**config.mk**
```make
export PLATFORM = sky130hd
export DESIGN_NAME = imm_gen_pipe_flat
export DESIGN_NICKNAME = d
export VERILOG_FILES = /design/src/rtl/imm_gen_pipe_if.sv /design/src/rtl/imm_gen_pipe.sv /design/src/flat_wrapper.sv
export SDC_FILE = /design/constraint.sdc
export NUM_CORES = 1
export LEC_CHECK = 0
export CAP_MARGIN = 20
export CORE_ASPECT_RATIO = 0.8
export CORE_MARGIN = 2
export CORE_UTILIZATION = 45
export CTS_BUF_LIST = sky130_fd_sc_hd__clkbuf_16
export DETAILED_ROUTE_END_ITERATION = 8
export PLACE_DENSITY = 0.75
export SLEW_MARGIN = 10
export SYNTH_ARGS = -nofsm -noshare
export SYNTH_HDL_FRONTEND = slang
export SYNTH_SLANG_ARGS = --single-unit
```
**constraint.sdc**
```tcl
create_clock -name clock -period 5.3 [get_ports clock]
set_input_delay 1.06 -clock clock [delete_from_list [all_inputs] [get_ports clock]]
set_output_delay 1.06 -clock clock [all_outputs]
set_load 0.005 [all_outputs]
```
**src/rtl/imm_gen_pipe_if.sv**
```systemverilog
// Handshake bundle between the instruction register side and the operand-mux side
// of the immediate generator. The producer and the consumer are both on the master side.
interface imm_gen_pipe_if #(
  parameter int XLEN  = 64,
  parameter int TAG_W = 8
);
  logic             in_valid;
  logic             in_ready;
  logic [31:0]      in_instr;
  logic [2:0]       in_type;
  logic [TAG_W-1:0] in_tag;
  logic             out_valid;
  logic             out_ready;
  logic [XLEN-1:0]  out_imm;
  logic [TAG_W-1:0] out_tag;
  logic             out_illegal;

  modport master (
    output in_valid, in_instr, in_type, in_tag, out_ready,
    input  in_ready, out_valid, out_imm, out_tag, out_illegal
  );

  modport slave (
    input  in_valid, in_instr, in_type, in_tag, out_ready,
    output in_ready, out_valid, out_imm, out_tag, out_illegal
  );
endinterface

```
**src/rtl/imm_gen_pipe.sv**
```systemverilog
// Pipelined RISC-V immediate decoder/extender with a main register plus one skid
// register, so in_ready is purely registered and the consumer can stall freely.
module imm_gen_pipe #(
  parameter int XLEN     = 64,
  parameter int BR_SHIFT = 1,
  parameter int TAG_W    = 8
) (
  input  logic           clock,
  input  logic           reset,
  input  logic           flush,
  imm_gen_pipe_if.slave  bus,
  output logic [7:0]     illegal_count
);

  localparam int EW = XLEN + TAG_W + 1;

  typedef enum logic [1:0] {
    EMPTY = 2'd0,
    ONE   = 2'd1,
    TWO   = 2'd2
  } occ_t;

  occ_t            state_reg, state_next;
  logic [EW-1:0]   main_reg, main_next;
  logic [EW-1:0]   skid_reg, skid_next;
  logic [EW-1:0]   new_entry;
  logic [7:0]      count_reg, count_next;
  logic [XLEN-1:0] dec_imm;
  logic            dec_illegal;
  logic            accept;
  logic            drain;

  // Raw immediate fields held as signed so a size cast sign-extends them.
  logic signed [11:0] i_field;
  logic signed [11:0] s_field;
  logic signed [11:0] sb_field;
  logic signed [19:0] uj_field;
  logic signed [31:0] u_field;
  logic [5:0]         shamt_field;
  logic               unused_opcode;

  assign i_field     = bus.in_instr[31:20];
  assign s_field     = {bus.in_instr[31:25], bus.in_instr[11:7]};
  assign sb_field    = {bus.in_instr[31], bus.in_instr[7], bus.in_instr[30:25], bus.in_instr[11:8]};
  assign uj_field    = {bus.in_instr[31], bus.in_instr[19:12], bus.in_instr[20], bus.in_instr[30:21]};
  assign u_field     = {bus.in_instr[31:12], 12'b0};
  assign shamt_field = (XLEN == 64) ? bus.in_instr[25:20] : {1'b0, bus.in_instr[24:20]};
  assign unused_opcode = ^bus.in_instr[6:0];

  always_comb begin
    dec_imm     = '0;
    dec_illegal = 1'b0;
    case (bus.in_type)
      3'b000:  dec_imm = XLEN'(i_field);
      3'b001:  dec_imm = XLEN'(s_field);
      3'b010:  dec_imm = XLEN'(sb_field) << BR_SHIFT;
      3'b011:  dec_imm = XLEN'(uj_field) << BR_SHIFT;
      3'b100:  dec_imm = XLEN'(u_field);
      3'b101:  dec_imm = XLEN'(bus.in_instr[19:15]);
      3'b110:  dec_imm = XLEN'(shamt_field);
      default: dec_illegal = 1'b1;
    endcase
  end

  assign new_entry = {dec_imm, bus.in_tag, dec_illegal};

  // Both handshake outputs decode straight from the occupancy register.
  assign bus.in_ready  = (state_reg != TWO);
  assign bus.out_valid = (state_reg != EMPTY);
  assign {bus.out_imm, bus.out_tag, bus.out_illegal} = main_reg;
  assign illegal_count = count_reg;

  assign accept = bus.in_valid & bus.in_ready;
  assign drain  = bus.out_valid & bus.out_ready;

  always_comb begin
    state_next = state_reg;
    main_next  = main_reg;
    skid_next  = skid_reg;
    count_next = count_reg;

    case (state_reg)
      EMPTY: begin
        if (accept) begin
          main_next  = new_entry;
          state_next = ONE;
        end
      end
      ONE: begin
        if (accept && drain) begin
          main_next = new_entry;
        end else if (accept) begin
          skid_next  = new_entry;
          state_next = TWO;
        end else if (drain) begin
          state_next = EMPTY;
        end
      end
      TWO: begin
        if (drain) begin
          main_next  = skid_reg;
          state_next = ONE;
        end
      end
      default: state_next = EMPTY;
    endcase

    if (accept && dec_illegal && !flush && count_reg != 8'hFF) begin
      count_next = count_reg + 8'd1;
    end

    // Flush wins over everything, including an entry accepted at this edge.
    if (flush) begin
      state_next = EMPTY;
    end
  end

  always_ff @(posedge clock or posedge reset) begin
    if (reset) begin
      state_reg <= EMPTY;
      main_reg  <= '0;
      skid_reg  <= '0;
      count_reg <= '0;
    end else begin
      state_reg <= state_next;
      main_reg  <= main_next;
      skid_reg  <= skid_next;
      count_reg <= count_next;
    end
  end

endmodule

```
**src/flat_wrapper.sv**
```systemverilog
// flat-port wrapper written by rule: the top's interface ports become plain ports
module imm_gen_pipe_flat 
#(
  parameter int XLEN     = 64,
  parameter int BR_SHIFT = 1,
  parameter int TAG_W    = 8
)
  (clock, reset, flush, illegal_count, bus_in_valid, bus_in_instr, bus_in_type, bus_in_tag, bus_out_ready, bus_in_ready, bus_out_valid, bus_out_imm, bus_out_tag, bus_out_illegal);
  imm_gen_pipe_if #(.XLEN(XLEN), .TAG_W(TAG_W)) bus_i ();
  input  logic clock;
  input  logic reset;
  input  logic flush;
  output logic [7:0] illegal_count;
  input wire logic [$bits(bus_i.in_valid)-1:0] bus_in_valid;
  input wire logic [$bits(bus_i.in_instr)-1:0] bus_in_instr;
  input wire logic [$bits(bus_i.in_type)-1:0] bus_in_type;
  input wire logic [$bits(bus_i.in_tag)-1:0] bus_in_tag;
  input wire logic [$bits(bus_i.out_ready)-1:0] bus_out_ready;
  output wire logic [$bits(bus_i.in_ready)-1:0] bus_in_ready;
  output wire logic [$bits(bus_i.out_valid)-1:0] bus_out_valid;
  output wire logic [$bits(bus_i.out_imm)-1:0] bus_out_imm;
  output wire logic [$bits(bus_i.out_tag)-1:0] bus_out_tag;
  output wire logic [$bits(bus_i.out_illegal)-1:0] bus_out_illegal;
  assign bus_i.in_valid = bus_in_valid;
  assign bus_i.in_instr = bus_in_instr;
  assign bus_i.in_type = bus_in_type;
  assign bus_i.in_tag = bus_in_tag;
  assign bus_i.out_ready = bus_out_ready;
  assign bus_in_ready = bus_i.in_ready;
  assign bus_out_valid = bus_i.out_valid;
  assign bus_out_imm = bus_i.out_imm;
  assign bus_out_tag = bus_i.out_tag;
  assign bus_out_illegal = bus_i.out_illegal;
  imm_gen_pipe #(.XLEN(XLEN), .BR_SHIFT(BR_SHIFT), .TAG_W(TAG_W)) u_core (.clock(clock), .reset(reset), .flush(flush), .bus(bus_i), .illegal_count(illegal_count));
endmodule
```
==> results_dict.tcl, run 1 <==
set metrics [dict create \
    status "complete, no violations" \
    grtUsageTotal 0.206 \
    synth_seq_cells 92 \
    worst_slack_ns 2.18 \
    cts_buffers 9 \
    netlist_instances 495 \
    tns_ns 0 \
    vias 3840 \
    start_util 0.457 \
    final_nets 618 \
    maxSlewViolCount 0 \
    die_y_microns 94.6 \
    rsz0062_at_grt "false" \
    cts_buffer_depth 2 \
    drt-wirelength-per-cell_microns 15.8 \
    die-area_sq_um 11100 \
    peakVddDrop_mv 0.166 \
    cts_hold_buf 0 \
    grt_pass1_vias 3467 \
    drv_cap 0 \
    holdWs_ns 0.473 \
    rows 33 \
    synth_area_per_cell_sq_um 9.33 \
    drc 0 \
    layout-drive-gt1-share 0.0768 \
    synth.distinct_cells 47 \
    grt_pass1_wl_microns 17500 \
    synth_nets 544 \
    powerDensity_nw_per_um2 333 \
    clk_latency_ns 0.34 \
    power.leakage_uw 0.00264 \
    clockRootBuffer "clkbuf_16" \
    crit_path_top_delay_cell "a2bb2oi_2" \
    syn2layout_area_growth_pct 28.4 \
    cp_max_fo 19 \
    min_path_type "reg -> reg" \
    critPathTopFamily "compound AO/OA/AOI/OAI gates" \
    crit_chain "clkdlybuf4s50_1 -> mux2i_2 -> a2bb2oi_2 -> buf_4 -> a211oi_1 -> a21o_1" \
    hold_viol 0 \
    antenna_cells 0 \
    io_pins 131 \
    synth_seq_area_share 0.499 \
    fin_crit_sh 0.588 \
    fp.coreArea_sq_um 10100 \
    dp_hpwl_microns 7780 \
    cts.sinks 92 \
    io_buffers 123 \
    ant_nets 0 \
    firstDrtPassIters 4 \
    cp_num_buf_inv 2 \
    die_x_microns 117 \
    layout_common_cells "123 x clkdlybuf4s50_1, 100 x nand2_1, 92 x dfrtp_1" \
    post_cts_buffers 0 \
    yosysWarnings 0 \
    grt.overflow.total 0 \
    required_ns 5.53 \
    critPathMaxStageDelay_ns 0.76 \
    fmax_mhz 321 \
    cts_tree "yes" \
    slew_headroom 0.349 \
    grt_max_degree 53 \
    finalCriticalPeriod_ns 3.12 \
    clk_transition_reported_paths_ns 0.06 \
    ctsResizeCount 0 \
    gp_congestion 0.802 \
    pre_cts_slack_ns 1.71 \
    crit_type "in -> reg" \
    viasPerCell 5.39 \
    final_common_cell "clkdlybuf4s50_1" \
    worst_pin_slew_ns 0.976 \
    start_kind "primary input" \
    antenna_found_initial 0 \
    finalClockSkew_ns 0.00564 \
    h-tree-depth 3 \
    synth_area_sq_um 4620 \
    dr.first_iter.drc_count 262 \
    wirelength_microns 11300 \
    fillers 864 \
    finalSetupViolCount 0 \
    crit_arrival_ns 3.35 \
    endpoint_kind "flip-flop" \
]
==> logic make-up (layout without fill, tap and decap cells) <==
logic type                 count (synthesis)  count (layout)  synth area share
AOI/OAI and AO/OA                        135             135             0.177
xor gates and xnor gates                   8               8            0.0192
adders and majority gates                  1               1           0.00271
buffers and inverters                     72             150            0.0959
DFF                                       92              92             0.499
muxes                                     18              18            0.0428
and+or+nand+nor                          169             169             0.164
==> per-stage QoR <==
stage	cells	util	instance area [sq um]	power (uW)
finish	713	0.586	5930	1970
global route	713	0.586	5930	2080
CTS	712	0.585	5910	1990
detailed placement	697	0.559	5660	1410
global placement	697	0.559	5660	1390
floorplan	495	-	4620	1180
==> worst min-delay path, delay by kind of cell, from the launching register on <==
kind             cells  cell delay, ns
flip-flops           1            0.34
AND/OR/NAND/NOR      2            0.10
==> synthesized netlist by cell type, drive strengths merged <==
| cell type | count | area (sq um) |
|---|---|---|
| nand2 | 100 | 375 |
| dfrtp | 92 | 2300 |
| buf | 59 | 394 |
| o21ai | 52 | 260 |
| a21oi | 33 | 165 |
| nor2 | 28 | 105 |
| a211oi | 18 | 135 |
| a31oi | 13 | 81.3 |
| mux2 | 11 | 124 |
| nand3 | 11 | 55.1 |
| clkbuf | 9 | 33.8 |
| a21o | 8 | 60.1 |
| mux2i | 7 | 73.8 |
| xor2 | 7 | 80.1 |
| and3 | 6 | 37.5 |
| a22oi | 4 | 30.0 |
| inv | 4 | 15.0 |
| nor3 | 4 | 20.0 |
| and2b | 3 | 22.5 |
| nor2b | 3 | 21.3 |
| or4bb | 3 | 33.8 |
| nor3b | 2 | 20.0 |
| or3 | 2 | 12.5 |
| a2bb2oi | 1 | 8.76 |
| and2 | 1 | 6.26 |
| and3b | 1 | 8.76 |
| and4b | 1 | 10.0 |
| ha | 1 | 12.5 |
| nand3b | 1 | 7.51 |
| nand4 | 1 | 6.26 |
| nor4b | 1 | 8.76 |
| o2111ai | 1 | 26.3 |
| o211ai | 1 | 7.51 |
| o21a | 1 | 7.51 |
| o21bai | 1 | 11.3 |
| o22a | 1 | 8.76 |
| o2bb2ai | 1 | 15.0 |
| or2 | 1 | 6.26 |
| xnor2 | 1 | 8.76 |
==> metal layers <==
layer	part of all wire	track usage	wire (microns)	vias up
met3	0.072	0.0597	807	13
li1	-	-	-	1820
met1	0.45	0.282	5100	1868
met4	0.014	0.0598	153	0
met2	0.46	0.320	5190	139
met5	0	0	0	-
==> path summary, 6_finish.rpt <==
check                                                 from                                  end  slack (ns)  cells past startpoint
max in group asynchronous                            reset      u_core.skid_reg[15]$_DFFE_PP0P_        3.04                      3
min reg2reg                 u_core.skid_reg[5]$_DFFE_PP0P_       u_core.skid_reg[5]$_DFFE_PP0P_        0.47                      2
max reg2reg                u_core.state_reg[0]$_DFFE_PP0P_  u_core.illegal_count[7]$_DFFE_PP0P_        2.88                      7
min in group asynchronous                            reset      u_core.main_reg[21]$_DFFE_PP0P_        1.17                      2
min                         u_core.skid_reg[5]$_DFFE_PP0P_       u_core.skid_reg[5]$_DFFE_PP0P_        0.47                      2
max                                          bus_out_ready       u_core.main_reg[9]$_DFFE_PP0P_        2.18                      6
==> where the power goes <==
part	internal, uW	total, uW	switching (uW)
clock	311	571	260
sequential	828	914	85.7
combinational	285	488	203
==> area by class of cell <==
| cell class | instances | area (sq um) | area share |
|---|---|---|---|
| Multi-Input combinational cell | 331 | 1880 | 0.317 |
| Tap cell | 140 | 175 | 0.0295 |
| Inverter | 4 | 16.3 | 0.00274 |
| Clock buffer | 9 | 225 | 0.0380 |
| Sequential cell | 92 | 2300 | 0.388 |
| Clock inverter | 6 | 32.5 | 0.00549 |
| Timing Repair Buffer | 131 | 1300 | 0.219 |
Power figures use the tool's default switching activity.
==> run 2: changes to the inputs <==
==> constraint.sdc (replaced) <==
create_clock -name clock -period 3.2 [get_ports clock]
set_input_delay 0.64 -clock clock [delete_from_list [all_inputs] [get_ports clock]]
set_output_delay 0.64 -clock clock [all_outputs]
set_load 0.005 [all_outputs]
==> run 2 against run 1 <==
Clock skew rose by 0.0015 ns. Critical endpoint is now bus_in_ready. Largest cell class unchanged. Worst setup slack got worse by 1.7 ns. Via count fell by 0.86%. Non-clock buffer count increased by 3.
==> results_dict.tcl, run 2 (synthesis gave the netlist of run 1 again) <==
set metrics [dict create \
    required_ns 2.56 \
    maxSlewViolCount 0 \
    post_cts_buffers 0 \
    dr.first_iter.drc_count 254 \
    grtUsageTotal 0.210 \
    cp_max_fo 22 \
    cts_hold_buf 0 \
    drc 0 \
    cts.sinks 92 \
    fp.coreArea_sq_um 10100 \
    grt_pass1_wl_microns 17900 \
    finalClockSkew_ns 0.00714 \
    regArea_sq_um 2300 \
    cts_tree "yes" \
    hold_viol 0 \
    drt-wirelength-per-cell_microns 15.7 \
    antenna_cells 0 \
    rows 33 \
    fin_crit_sh 0.840 \
    min_path_type "reg -> reg" \
    status "complete, no violations" \
    r2r_slack_ns 1.16 \
    start_kind "flip-flop" \
    cts_buffers 9 \
    peakVddDrop_mv 0.255 \
    gp_congestion 0.790 \
    r2r_end "u_core.main_reg[33]$_DFFE_PP0P_" \
    rsz0062_at_grt "false" \
    vias 3807 \
    hp-start "u_core.skid_reg[18]$_DFFE_PP0P_" \
    start_util 0.457 \
    viasPerCell 5.31 \
    finalNonFillerCells 717 \
    place_inst 701 \
    drv_cap 0 \
    holdPathStages 2 \
    ctsResizeCount 0 \
    wirelength_microns 11300 \
    cts_buffer_depth 2 \
    die_y_microns 94.6 \
    ant_nets 0 \
    io_pins 131 \
    firstDrtPassIters 4 \
    hold_end "u_core.skid_reg[18]$_DFFE_PP0P_" \
    r2r_cells 5 \
    slew_headroom 0.428 \
    dp_hpwl_microns 7860 \
    worst_pin_slew_ns 0.858 \
    finalCriticalPeriod_ns 2.69 \
    reg2reg_from "u_core.state_reg[0]$_DFFE_PP0P_" \
    die-area_sq_um 11100 \
    grt.overflow.total 0 \
    fillers 861 \
    die_x_microns 117 \
    layout-drive-gt1-share 0.0780 \
    antenna_found_initial 0 \
    final_common_cell "clkdlybuf4s50_1" \
    syn2layout_area_growth_pct 29.6 \
    crit_type "reg -> out" \
    grt_max_degree 93 \
    crit_arrival_ns 2.05 \
    endpoint_kind "primary output" \
    final_nets 621 \
    io_buffers 123 \
    holdWs_ns 0.476 \
    fmax_mhz 372 \
    finalSetupViolCount 0 \
    multi_input_area_sq_um 1880 \
    clk_transition_reported_paths_ns 0.07 \
    layout_common_cells "123 x clkdlybuf4s50_1, 100 x nand2_1, 92 x dfrtp_1" \
    h-tree-depth 3 \
    tns_ns 0 \
    grt_pass1_vias 3615 \
    powerDensity_nw_per_um2 559 \
    clockRootBuffer "clkbuf_16" \
    power.leakage_uw 0.00267 \
    clk_latency_ns 0.34 \
]
run 2: changes by cell type in the layout (fill, tap and decap cells not counted), sizes merged:
cell,before,now
clkinvlp,0,2
clkinv,7,3
buf,8,11
inv,3,5
bufinv,0,1
run 2: critical path, stage by stage, from the launching register on:
cell and delay [ns]:
dfrtp_1 0.55, and2b_1 0.25, inv_2 0.32, clkdlybuf4s50_1 0.58
run 2: cell type report:
type	count	area share
sequential	92	0.385
multi-input combinational	331	0.314
timing repair buffer	134	0.222
clock buffer	9	0.0376
tap	140	0.0293
clock inverter	7	0.0100
inverter	4	0.00272
run 2: report_power, final:
part           internal, uW  total (uW)  switching (uW)
clock                   594        1020             430
sequential             1370        1510             142
combinational           475         809             335
total                  2440        3350             907
run 2: worst max path at each step:
stage | start | to | slack (ns) | cells past startpoint
after floorplan | reset | u_core.illegal_count[0]$_DFFE_PP0P_ | 0.17 | 1
after global placement | bus_in_type[1] | u_core.main_reg[21]$_DFFE_PP0P_ | 0.64 | 6
after detailed placement | bus_in_type[1] | u_core.main_reg[28]$_DFFE_PP0P_ | 0.61 | 6
after CTS | u_core.state_reg[0]$_DFFE_PP0P_ | bus_in_ready | 0.50 | 3
after global routing | u_core.state_reg[0]$_DFFE_PP0P_ | bus_in_ready | 0.41 | 3
final | u_core.state_reg[0]$_DFFE_PP0P_ | bus_in_ready | 0.51 | 3
run 2: layer usage:
layer / vias to the layer above / wire [microns] / track usage
li1: 1826 / - / -
met5: - / 0 / 0
met1: 1831 / 4940 / 0.273
met4: 0 / 182 / 0.0725
met2: 137 / 5240 / 0.340
met3: 13 / 893 / 0.0578
run 2: per-stage QoR:
stage	util	total power, uW	instance area (sq um)	setup slack, ns
global route	0.592	3540	5980	0.407
detailed placement	0.563	2350	5700	0.605
global placement	0.563	2310	5700	0.645
CTS	0.592	3380	5980	0.496
floorplan	-	1950	4620	0.168
finish	0.592	3350	5980	0.512
==> run 3: changes to the inputs <==
==> constraint.sdc (replaced) <==
create_clock -name clock -period 2.7 [get_ports clock]
set_input_delay 0.54 -clock clock [delete_from_list [all_inputs] [get_ports clock]]
set_output_delay 0.54 -clock clock [all_outputs]
set_load 0.005 [all_outputs]
==> run 3 against run 2 <==
Sequential power increased by 18%. Clock skew increased by 0.0018 ns. Combinational power increased by 22%. Highest routed layer unchanged.
==> results_dict.tcl, run 3 (synthesis gave the netlist of run 1 again) <==
set metrics [dict create \
    maxSlewViolCount 0 \
    hold_end "u_core.skid_reg[16]$_DFFE_PP0P_" \
    finalClockSkew_ns 0.00893 \
    holdWs_ns 0.475 \
    required_ns 2.16 \
    reg2reg_from "u_core.state_reg[0]$_DFFE_PP0P_" \
    fin_crit_sh 0.931 \
    critPathMaxStageDelay_ns 0.63 \
    ctsResizeCount 0 \
    clk_transition_reported_paths_ns 0.07 \
    powerDensity_nw_per_um2 674 \
    clk_latency_ns 0.34 \
    grt.overflow.total 0 \
    final_common_cell "clkdlybuf4s50_1" \
    crit_type "reg -> out" \
    crit_arrival_ns 1.97 \
    rsz0062_at_grt "false" \
    fp.coreArea_sq_um 10100 \
    drt-wirelength-per-cell_microns 15.6 \
    antenna_found_initial 0 \
    rows 33 \
    crit_chain "and2b_1 -> inv_2 -> clkdlybuf4s50_1" \
    power.leakage_uw 0.00269 \
    regArea_sq_um 2300 \
    drc 0 \
    hold_viol 0 \
    cts_tree "yes" \
    status "complete, no violations" \
    peakVddDrop_mv 0.347 \
    grt_pass1_wl_microns 18100 \
    firstDrtPassIters 5 \
    cp_num_buf_inv 2 \
    h-tree-depth 3 \
    clockRootBuffer "clkbuf_16" \
    vias 3843 \
    io_buffers 123 \
    antenna_cells 0 \
    die_y_microns 94.6 \
    cp_max_fo 12 \
    cts_hold_buf 0 \
    drv_cap 0 \
    dr.first_iter.drc_count 280 \
    worst_pin_slew_ns 0.617 \
    die_x_microns 117 \
    tns_ns 0 \
    fillers 861 \
    r2r_slack_ns 0.74 \
    critPathTopFamily "buffers and inverters" \
    layout-drive-gt1-share 0.0832 \
    finalSetupViolCount 0 \
    slew_headroom 0.588 \
    layout_common_cells "123 x clkdlybuf4s50_1, 100 x nand2_1, 92 x dfrtp_1" \
    grt_pass1_vias 3536 \
    post_cts_buffers 0 \
    die-area_sq_um 11100 \
    postLayoutCellArea_sq_um 6050 \
    final_nets 623 \
    finalCriticalPeriod_ns 2.51 \
    io_pins 131 \
    worst_slack_ns 0.187 \
    wirelength_microns 11200 \
    cts_buffer_depth 2 \
    syn2layout_area_growth_pct 30.9 \
    pre_cts_slack_ns 0.249 \
    cts_buffers 9 \
    hp-start "u_core.skid_reg[16]$_DFFE_PP0P_" \
    grtUsageTotal 0.211 \
    cts.sinks 92 \
    gp_congestion 0.804 \
    r2r_end "u_core.main_reg[9]$_DFFE_PP0P_" \
    r2r_cells 6 \
    worst-path-stages 3 \
    post_dp_cell_area_sq_um 5740 \
    viasPerCell 5.36 \
    holdPathStages 2 \
    grt_max_degree 93 \
    start_util 0.457 \
    fmax_mhz 398 \
    ant_nets 0 \
    crit_path_top_delay_cell "clkdlybuf4s50_1" \
    multi_input_area_sq_um 1880 \
    endpoint_kind "primary output" \
    start_kind "flip-flop" \
    dp_hpwl_microns 7780 \
    min_path_type "reg -> reg" \
]
## run 3: cell types whose count changed in the layout (fill, tap and decap cells not counted)
cell / before / now
inv_1: 4 / 3
bufinv_16: 1 / 2
clkinv_4: 0 / 1
clkinv_2: 1 / 0
buf_12: 1 / 3
clkinv_1: 2 / 0
## run 3: layer usage
metal	GRT usage	routed length (microns)	part of all wire
met5	0	0	0
met4	0.0725	159	0.014
met3	0.0501	919	0.082
met2	0.333	5200	0.46
met1	0.287	4940	0.44
## run 3: worst max-delay path by stage
stage                                                from                                   to  slack, ns
after CTS                 u_core.state_reg[0]$_DFFE_PP0P_                         bus_in_ready       0.20
final                     u_core.state_reg[0]$_DFFE_PP0P_                         bus_in_ready       0.19
after detailed placement                   bus_in_type[1]  u_core.illegal_count[5]$_DFFE_PP0P_       0.25
after global placement                     bus_in_type[1]  u_core.illegal_count[7]$_DFFE_PP0P_       0.32
after global routing      u_core.state_reg[0]$_DFFE_PP0P_                         bus_in_ready       0.11
after floorplan                            bus_in_type[2]      u_core.main_reg[21]$_DFFE_PP0P_       1.03
## run 3: power breakdown
part	internal [uW]	switching [uW]
clock network	799	511
registers	1630	152
logic	574	416
## run 3: final cells by class
cell class,count,area share
repair buffers,136,0.226
multi-input cells,331,0.311
flip-flops and latches,92,0.381
clock buffers,9,0.0372
inverters,4,0.00310
well taps,140,0.0290
clock inverters,5,0.0132
## run 3: worst reg2reg max path: stages, from the launching register on
cell,delay [ns]
dfrtp_1,0.55
and2b_1,0.25
inv_2,0.20
buf_4,0.43
nor2_1,0.10
a211oi_1,0.25
a21o_1,0.11
## run 3: metrics by stage
| step | utilization | cells | power, uW |
|---|---|---|---|
| 2_1_floorplan | - | 495 | 2310 |
| 3_3_place_gp | 0.568 | 703 | 2750 |
| 3_5_place_dp | 0.568 | 703 | 2800 |
| 4_1_cts | 0.598 | 717 | 4110 |
| 5_1_grt | 0.598 | 717 | 4310 |
| 6_report | 0.598 | 717 | 4080 |
==> RTL change (config.mk and constraints of run 2) <==
`TAG_W` is set to 8 in 3 places; all go to 6.
--- a/src/rtl/imm_gen_pipe_if.sv
+++ b/src/rtl/imm_gen_pipe_if.sv
@@ -3,5 +3,5 @@
 interface imm_gen_pipe_if #(
   parameter int XLEN  = 64,
-  parameter int TAG_W = 8
+  parameter int TAG_W = 6
 );
   logic             in_valid;
--- a/src/rtl/imm_gen_pipe.sv
+++ b/src/rtl/imm_gen_pipe.sv
@@ -4,5 +4,5 @@
   parameter int XLEN     = 64,
   parameter int BR_SHIFT = 1,
-  parameter int TAG_W    = 8
+  parameter int TAG_W    = 6
 ) (
   input  logic           clock,
--- a/src/flat_wrapper.sv
+++ b/src/flat_wrapper.sv
@@ -4,5 +4,5 @@
   parameter int XLEN     = 64,
   parameter int BR_SHIFT = 1,
-  parameter int TAG_W    = 8
+  parameter int TAG_W    = 6
 )
   (clock, reset, flush, illegal_count, bus_in_valid, bus_in_instr, bus_in_type, bus_in_tag, bus_out_ready, bus_in_ready, bus_out_valid, bus_out_imm, bus_out_tag, bus_out_illegal);
Ports: changed (resized bus_in_tag and bus_out_tag); port bits go from 131 to 127. The function was not compared with the original's and may differ.
==> RTL change against run 2 <==
  * Setup slack improved by 140 ps
  * Clock power up 16%
  * Routed wire length shrank 2.4%
  * Clock skew decreased by 1.4 ps
  * Sequential power decreased by 4%
  * Via count fell by 1.5%
  * Area after synthesis fell by 5.2%
  * Final area is 3.1% lower
  * Fmax grew 5.5%
  * Final cell count decreased by 5.0%
  * Total power grew 1.8%
  * Die area fell by 5.0%
  * Sequential cell count decreased by 4
  * Non-clock buffer count is 1 lower
  * Critical path type unchanged
==> RTL change: results <==
export IMPL_place_congestion=0.776
export IMPL_irDropWorstVdd_mv=0.332
export IMPL_final_setup_tns_ps=0
export IMPL_drt_pass1_iterations=4
export IMPL_layout_drive_gt1_share=0.0783
export IMPL_clockRootBuffer="clkbuf_16"
export IMPL_port_buffers=119
export IMPL_p_switching_uw=882
export IMPL_cts_buffer_depth=2
export IMPL_critPathMaxFanout=12
export IMPL_max_stage_delay_ps=510
export IMPL_synthFlopType="dfrtp_1"
export IMPL_ant_nets=0
export IMPL_finalClockSkew_ps=5.69
export IMPL_status="completed"
export IMPL_vias=3748
export IMPL_antenna_found_initial=0
export IMPL_ys_seq_area_frac=0.503
export IMPL_grt_use_total=0.215
export IMPL_grt_pass1_wl_um=17700
export IMPL_cp_top_family="buffers and inverters"
export IMPL_critical_path_arrival_ps=1910
export IMPL_grt_pass1_vias=3531
export IMPL_synth_area_leaders="dfrtp_1 (50%), nand2_1 (7.8%), buf_4 (6.0%)"
export IMPL_cts_hold_buf=0
export IMPL_cts_reportedPaths_clkPinSlew_ps=60
export IMPL_cts_htree_levels=3
export IMPL_syn_nets=527
export IMPL_slew_headroom=0.432
export IMPL_numCtsBuffers=9
export IMPL_grt_max_degree=59
export IMPL_dp_hpwl_um=7540
export IMPL_leakagePower_uw=0.00257
export IMPL_placed_area_um2=5460
export IMPL_layout_nets=604
export IMPL_yosys_warnings=0
export IMPL_async_flop_share=1.00
export IMPL_cts_resized=0
export IMPL_routed_wl_um=11000
export IMPL_synth_most_common_cell="nand2_1"
export IMPL_cpMaxStageDelayCell="dfrtp_1"
export IMPL_yosys_top_cells_count="nand2_1 (91), dfrtp_1 (88), o21ai_0 (51)"
export IMPL_synthDistinctLibCells=42
export IMPL_drt_iter0_drc=234
export IMPL_insertion_delay_ps=340
export IMPL_antenna_cells=0
export IMPL_cts_setup_buffers=0
export IMPL_hold_path_class="flop to flop"
==> RTL change: cell types whose count changed after synthesis, moves of 3 or more <==
cell             run 2  this run
buf_2               21         1
nand2_1            100        91
dfrtp_1             92        88
o21ai_1             14         2
nor2b_1              2         5
clkbuf_1             9        29
o21ai_0             38        51
and2b_1              3         0
==> RTL change: worst paths after layout <==
kind                                                       from                                   to  slack, ps  cells after the start
min in group asynchronous                                 reset      u_core.skid_reg[19]$_DFFE_PP0P_        690                      2
worst min register to register  u_core.skid_reg[19]$_DFFE_PP0P_      u_core.skid_reg[19]$_DFFE_PP0P_        480                      2
worst max-delay path            u_core.state_reg[0]$_DFFE_PP0P_                         bus_in_ready        650                      3
max in group asynchronous                                 reset      u_core.skid_reg[11]$_DFFE_PP0P_       1820                      3
worst max register to register  u_core.state_reg[0]$_DFFE_PP0P_  u_core.illegal_count[6]$_DFFE_PP0P_        980                      4
worst min-delay path            u_core.skid_reg[19]$_DFFE_PP0P_      u_core.skid_reg[19]$_DFFE_PP0P_        480                      2
==> RTL change: cell families (layout without fill, tap and decap cells) <==
family / after synthesis / after routing / synth area share
and+or+nand+nor: 162 / 162 / 0.167
AOI/OAI and AO/OA: 134 / 134 / 0.179
DFF: 88 / 88 / 0.503
buffers and inverters: 71 / 153 / 0.0911
muxes: 18 / 18 / 0.0446
xor gates and xnor gates: 6 / 6 / 0.0120
adders and majority gates: 1 / 1 / 0.00286
==> RTL change: metrics by stage <==
| step | worst slack (ps) | hold slack, ps | std cells | power [µW] |
|---|---|---|---|---|
| 6_report | 653 | 478 | 681 | 3410 |
| 2_1_floorplan | 281 | 443 | 480 | 1850 |
| 5_1_grt | 502 | 504 | 681 | 3580 |
| 3_3_place_gp | 474 | 457 | 664 | 2210 |
| 3_5_place_dp | 471 | 463 | 664 | 2240 |
| 4_1_cts | 625 | 478 | 680 | 3430 |
==> RTL change: power by group through the flow <==
stage	registers [µW]	logic (µW)	clock network, µW
2_1_floorplan	1450	401	0
3_3_place_gp	1460	754	0
3_5_place_dp	1470	770	0
4_1_cts	1450	777	1200
5_1_grt	1480	854	1240
6_report	1450	769	1180
==> RTL change: cell type report <==
type / count / area, µm²
Tap cell: 119 / 149
Multi-Input combinational cell: 321 / 1790
Clock buffer: 9 / 225
Sequential cell: 88 / 2200
Clock inverter: 7 / 110
Timing Repair Buffer: 133 / 1310
Inverter: 4 / 16.3
Fill cell: 817 / 3770
==> RTL change: layer usage <==
layer	track usage	wire length [µm]	vias up
met5	0	0	-
met4	0.0711	169	0
met3	0.0423	679	13
met2	0.345	5120	155
met1	0.294	5020	1799
li1	-	-	1781
==> RTL change: worst reg2reg max path, stage by stage, from the launching register on <==
cell and delay, ps:
dfrtp_1 570, nor2b_2 200, or4b_1 670, nor3_1 290, mux2_2 380
